===== src/rtl/mem_port_arbiter.sv =====
// Arbitrates one single-port memory between the instruction-fetch and data
// masters: one access in flight at a time, round-robin on ties, bus timeout.
module mem_port_arbiter #(
  parameter int          TO_W        = 8,
  parameter int          TIMEOUT_CYC = 255,
  parameter logic [15:0] ERR_DATA    = 16'h0000
) (
  input  logic        sys_clk,
  input  logic        sys_rst,
  input  logic [15:0] i_addr_i,
  input  logic [15:0] i_data_i,
  input  logic        i_we_i,
  input  logic        i_stb_i,
  output logic [15:0] i_data_o,
  output logic        i_ack_o,
  input  logic [15:0] d_addr_i,
  input  logic [15:0] d_data_i,
  input  logic        d_we_i,
  input  logic        d_stb_i,
  output logic [15:0] d_data_o,
  output logic        d_ack_o,
  output logic [15:0] m_addr_o,
  output logic [15:0] m_data_o,
  output logic        m_we_o,
  output logic        m_stb_o,
  input  logic [15:0] m_data_i,
  input  logic        m_ack_i,
  output logic        busy_o,
  output logic        err_o
);

  typedef enum logic [1:0] {IDLE, WAIT, RESP} state_t;
  typedef enum logic {GNT_I = 1'b0, GNT_D = 1'b1} grant_t;

  localparam logic [TO_W-1:0] TO_LIMIT = (TIMEOUT_CYC == 0) ? TO_W'(0) : TO_W'(TIMEOUT_CYC - 1);

  state_t          state, state_d;
  grant_t          last_grant, last_grant_d, pick;
  logic [TO_W-1:0] count, count_d;
  logic [15:0]     m_addr_d, m_data_d, i_data_d, d_data_d;
  logic            m_we_d, m_stb_d, i_ack_d, d_ack_d, err_d;

  always_ff @(posedge sys_clk or negedge sys_rst) begin
    if (!sys_rst) begin
      state      <= IDLE;
      last_grant <= GNT_D;
      count      <= '0;
      m_addr_o   <= '0;
      m_data_o   <= '0;
      m_we_o     <= 1'b0;
      m_stb_o    <= 1'b0;
      i_data_o   <= '0;
      i_ack_o    <= 1'b0;
      d_data_o   <= '0;
      d_ack_o    <= 1'b0;
      err_o      <= 1'b0;
    end else begin
      state      <= state_d;
      last_grant <= last_grant_d;
      count      <= count_d;
      m_addr_o   <= m_addr_d;
      m_data_o   <= m_data_d;
      m_we_o     <= m_we_d;
      m_stb_o    <= m_stb_d;
      i_data_o   <= i_data_d;
      i_ack_o    <= i_ack_d;
      d_data_o   <= d_data_d;
      d_ack_o    <= d_ack_d;
      err_o      <= err_d;
    end
  end

  always_comb begin
    state_d      = state;
    last_grant_d = last_grant;
    count_d      = count;
    m_addr_d     = m_addr_o;
    m_data_d     = m_data_o;
    m_we_d       = m_we_o;
    m_stb_d      = m_stb_o;
    i_data_d     = i_data_o;
    d_data_d     = d_data_o;
    i_ack_d      = 1'b0;
    d_ack_d      = 1'b0;
    err_d        = err_o;
    pick         = GNT_I;

    case (state)
      IDLE: begin
        if (i_stb_i || d_stb_i) begin
          // A tie goes to whichever master was not served last.
          if (i_stb_i && d_stb_i)
            pick = (last_grant == GNT_D) ? GNT_I : GNT_D;
          else
            pick = i_stb_i ? GNT_I : GNT_D;
          m_addr_d     = (pick == GNT_I) ? i_addr_i : d_addr_i;
          m_data_d     = (pick == GNT_I) ? i_data_i : d_data_i;
          m_we_d       = (pick == GNT_I) ? i_we_i : d_we_i;
          m_stb_d      = 1'b1;
          last_grant_d = pick;
          count_d      = '0;
          state_d      = WAIT;
        end
      end
      WAIT: begin
        if (m_ack_i) begin
          m_stb_d = 1'b0;
          m_we_d  = 1'b0;
          if (last_grant == GNT_I) begin
            i_data_d = m_data_i;
            i_ack_d  = 1'b1;
          end else begin
            d_data_d = m_data_i;
            d_ack_d  = 1'b1;
          end
          state_d = RESP;
        end else if (TIMEOUT_CYC != 0) begin
          // A hung access is completed with error data so the master is not stalled forever.
          if (count == TO_LIMIT) begin
            m_stb_d = 1'b0;
            m_we_d  = 1'b0;
            if (last_grant == GNT_I) begin
              i_data_d = ERR_DATA;
              i_ack_d  = 1'b1;
            end else begin
              d_data_d = ERR_DATA;
              d_ack_d  = 1'b1;
            end
            err_d   = 1'b1;
            state_d = RESP;
          end else begin
            count_d = count + TO_W'(1);
          end
        end
      end
      RESP:    state_d = IDLE;
      default: state_d = IDLE;
    endcase
  end

  assign busy_o = (state != IDLE);

endmodule


===== config.mk =====
export PLATFORM = sky130hd
export DESIGN_NAME = mem_port_arbiter
export DESIGN_NICKNAME = d
export VERILOG_FILES = /design/src/rtl/mem_port_arbiter.sv
export SDC_FILE = /design/constraint.sdc
export NUM_CORES = 1
export LEC_CHECK = 0
export CAP_MARGIN = 20
export CORE_MARGIN = 1.5
export CORE_UTILIZATION = 35
export CTS_CLUSTER_DIAMETER = 150
export CTS_CLUSTER_SIZE = 28
export DETAILED_ROUTE_END_ITERATION = 10
export DONT_BUFFER_PORTS = 1
export PLACE_DENSITY = 0.48
export SYNTH_ARGS = -nofsm -noshare
export SYNTH_HDL_FRONTEND = slang
export SYNTH_SLANG_ARGS = --single-unit
export TNS_END_PERCENT = 1

===== constraint.sdc =====
create_clock -name sys_clk -period 1.9 [get_ports sys_clk]
set_input_delay 0.475 -clock sys_clk [delete_from_list [all_inputs] [get_ports sys_clk]]
set_output_delay 0.475 -clock sys_clk [all_outputs]
set_load 0.02 [all_outputs]

Yosys cells after proc, flatten, opt, wreduce, memory -nomap -nowiden:

Index checks and enable logic that the tools add are counted.

* bitwise operators: 2
* eq/ne operators: 6
* reductions and logical operators: 13
* $add $sub $neg: 1
* multiplexer cells: 37

Operator list (number)
* 2-to-1 mux 16 bit: 10
* 2-to-1 mux 8 bit: 3
* 2-to-1 mux 1 bit: 17
* case mux 8 bit (2 select lines): 1
* AND reduction 3 bit: 4
* adder 8 x 1 -> 8 bit (second input constant): 1
* == test 8 bit (second input constant): 1
* 2-to-1 mux 2 bit: 3
* inequality test 2 bit (second input constant): 3
* nonzero test 2 bit: 3
* case mux 1 bit (2 select lines): 2
* case mux 2 bit (2 select lines): 1
* AND reduction 2 bit: 2
* AND reduction 4 bit: 1
* inequality test 3 bit (second input constant): 1
* == test 2 x 1 -> 1 bit (second input constant): 1
* logical NOT 2 bit: 1
* NOT 1 bit: 2
* logical AND 1 bit: 1
* logical OR 1 bit: 1

* register bits after elaboration: 80
* bits of input ports: 87
* word-level logic and storage cells: 71
* output and inout bits: 70

Depth between registers and ports, before layout:

* depth after elaboration: 7
* gate-level depth with buffers: 7
* gate-level depth less buffers: 6

Worst setup path before layout:

OpenSTA, ideal clock, no wires.

* kind: reg-to-reg
* start point: reg count[0]
* end point: reg d_data_o[10]
* clock period less this slack: 1.427 ns
* cell stages (with the launch flop): 8
* path slack: 0.473 ns
* required time: 1.772 ns
* library setup time: 0.128 ns
* arrival: 1.299 ns
* path buffers: 1
* cell sequence: dfrtp_1 inv_1 ha_1 nand3_1 nor2_4 o211ai_4 buf_6 o2bb2ai_1

* longest elaborated chain between the ends: 3

RTL lines
* start: declaration: RTL line 39 `logic [TO_W-1:0] count, count_d;`
* start signal: assignment: RTL line 60 `count <= count_d;`
* == test 8 bit: RTL line 119 `if (count == TO_LIMIT) begin`
* nonzero test 2 bit (no line)
* AND reduction 3 bit (no line)
* end signal: assignment: RTL line 67 `d_data_o <= d_data_d;`
* end: declaration: RTL line 20 `output logic [15:0] d_data_o,`

Every way passes these cells.
A chain may end at the register's enable or synchronous reset.

Final worst setup path:

* start point: reg state[1]
* end point: out busy_o

* longest elaborated chain between the ends: 1

RTL lines
* start: declaration: RTL line 37 `state_t state, state_d;`
* start signal: assignment: RTL line 58 `state <= state_d;`
* nonzero test 2 bit: RTL line 141 `assign busy_o = (state != IDLE);`
* end: declaration: RTL line 28 `output logic busy_o,`

Every way passes these cells.

==> results.md <==
* Worst hold slack at -187 ps
* Detailed-route DRC error count at 0
* Post-Synth Adder-Cell Area at 0.707%
* Ratio of cells with drive above 1 in the final layout at 12.5%
* Max VDD drop at 0.414 mV
* Vias/cell at 5.04
* Setup repair bufs after CTS at 0
* P per Cell Area at 1780 mW/mm^2
* Effective utilization at floorplan at 36.2%
* Violated checks: negative hold slack
* TritonCTS buffer count at 9
* TritonCTS clock tree: yes
* Vias in the first global route at 2180
* Met2 Use GR at 20.6%
* Fillers at 975
* Die area at 0.0107 mm^2
* RD Place Congestion at 0.716
* Multi-input logic area at 0.00136 mm^2
* GRT busiest layer: met2
* Post-synthesis sequential area ratio at 56.6%
* Leading area contributor after synthesis: dfrtp_1
* CP Buf/Inv Count at 2
* # setup viols final at 0
* Final Hold Violating Endpoints at 79
* Crit path DAT at 1320 ps
* TNS Setup at 0 ps
* Via count at 2243
* Post-CTS sizing at 0
* Reg2reg setup slack at 280 ps
* Actual slew at the worst max-slew pin at 526 ps
* GRT overflow at 0
* Post-synthesis mux area share at 9.34%
* DRT iter0 DRCs at 107
* Rows at 36
* Status: finished, violations left
* Total Routed Length at 7640 um
* Prevailing post-synth register cell: dfrtp_1
* Hpwl dp at 5410 um
* Largest family of logic cells by synthesized area: compound AO/OA/AOI/OAI gates
* CP endpoint kind: primary output
* Maxcap violations at 0
* Met1 usage at 19.3%
* Period Utilization, post-route at 94.7%
* Yosys cell types at 37
* Number of synthesized register bits at 80
* Core Area at 0.00977 mm^2
* Startpoint Class: register
* Num ports at 157
* Placed Area at 0.00365 mm^2
* Bufs on Longest Clock Path at 2
* Routed wire length per instance at 17.2 um
* Routed Antenna Nets at 0
* Syn Inst Count at 306
* Worst min path class: primary input to async pin
* FMAX at 556 MHz
* Post-synth ARST share at 100%
* CTS sink count at 80
* Final WS setup at 102 ps
* Synth top cells by count: 79 x dfrtp_1, 51 x nand2_1, 33 x mux2i_1
* Root buffer cell: clkbuf_8
* Syn. warnings at 0
* Compound-Gate Fraction of Synth Area at 18.2%
* CP Max Fanout at 4
* Register area at 0.00200 mm^2
* Crit Path Category: register to primary output
* Avg Cell Area, Syn at 11.6 um^2
* Overall global routing resource usage at 14.5%
* P_leak at 1.75 nW
* Finished Cell Area at 0.00388 mm^2
* XOR/XNOR Fraction of Synth Area at 0.248%
* Synth Area in Simple Gates at 9.66%
* Biggest cell delay along the critical path at 440 ps
* Die H at 104 um
* Port bufs at 0
* Place WS at 262 ps
* Largest net degree at the start of global routing at 81
* Die Width at 104 um
* Max-slew violation count at 0
* H-tree lvl count at 3
* Ant diodes at 0
* Number of synthesized flops with an enable pin at 0
* Clk Latency, worst-skew pair at 340 ps
* Area Overhead vs Synth at 9.80%
* Clk pin slew, worst setup/hold paths at 90 ps
* Overall power at 6.92 mW
* First-pass GRT wire length at 12400 um
* Antenna violations before repair at 0
* Syn Nets at 395
* Cell family with most CP delay: flip-flops
* Final Skew at 10.1 ps
* Slowest CP cell: dfrtp_1
* Fin crit period at 1800 ps
* TritonRoute pass-1 iters at 4
* Post-synth design cell area at 0.00354 mm^2
* Count leader, synth: dfrtp_1
* Max-slew headroom at 64.7%
* Largest cells by area after synthesis: dfrtp_1 56%, mux2i_1 9.3%, o2bb2ai_1 7.7%
* Met3 Track Usage GR at 7.55%
* Synth top area share at 55.9%
* Worst EP required at 1420 ps
* CP Cell Sequence: nor2_1 -> buf_4 -> inv_1
* Fin nets at 396
* RSZ-0062 raised after global routing: no
flip-flops by register name, indices dropped and copies added (netlist names):
| name | cells |
|---|---|
| err_o | 1 |
| d_data_o | 16 |
| d_ack_o | 1 |
| m_we_o | 1 |
| i_ack_o | 1 |
| count | 8 |
| m_data_o | 16 |
| m_addr_o | 16 |
| last_grant | 1 |
| m_stb_o | 1 |
| state | 2 |
| i_data_o | 16 |
layer usage:
layer | vias up | share of wire, %
met5 | - | 0
met4 | 0 | 1.0
met3 | 5 | 9.1
met2 | 77 | 44
met1 | 1061 | 46
li1 | 1100 | -
worst paths after layout:
kind | start | endpoint | cells past startpoint
min | sys_rst | d_ack_o | 0
max reg2reg | count[0] | d_data_o[10] | 6
min in group sys_clk | i_stb_i | last_grant | 1
max | state[1] | busy_o | 3
min reg2reg | count[2] | count[2] | 1
max in group asynchronous | sys_rst | last_grant | 0
metrics by stage:
step | utilization [%] | hold slack [ps] | std cells
after detailed placement | 37.4 | 181 | 429
after CTS | 39.7 | -214 | 445
final | 39.7 | -187 | 445
after global placement | 37.4 | 182 | 429
after global routing | 39.7 | -221 | 445
after floorplan | - | 179 | 306
final cells by class:
cell class | instances | share of cell area [%]
Sequential cell | 80 | 51.6
Tap cell | 133 | 4.28
Clock inverter | 6 | 2.38
Clock buffer | 10 | 3.54
Timing Repair Buffer | 9 | 2.38
Inverter | 8 | 0.773
Multi-Input combinational cell | 199 | 35.1
cell families (layout without fill, tap and decap cells):
family,count (synthesis),in the layout
buffers and inverters,27,33
AO/OA/AOI/OAI,89,89
multiplexers,33,33
AND/OR/NAND/NOR,74,74
adder cells (fa/ha/maj),2,2
XOR/XNOR,1,1
flip-flops,80,80
cells in the final DEF (no fill, tap or decap), types with 3 or more instances in the layout:
cell,n
inv_1,7
mux2i_1,33
a21oi_1,4
nand2_1,51
o21ai_1,29
o21ai_0,9
o21a_1,3
clkbuf_8,10
nand3_1,12
dfrtp_1,79
or3_1,4
buf_4,7
o2bb2ai_1,31
power breakdown:
part           leakage (nW)  switching (mW)  internal, mW
logic                 0.632           0.919         0.744
clock network         0.109           0.618         0.780
registers              1.00            1.43          2.43
total                  1.75            2.97          3.96
Note: power is estimated with default switching activity, not from simulation.
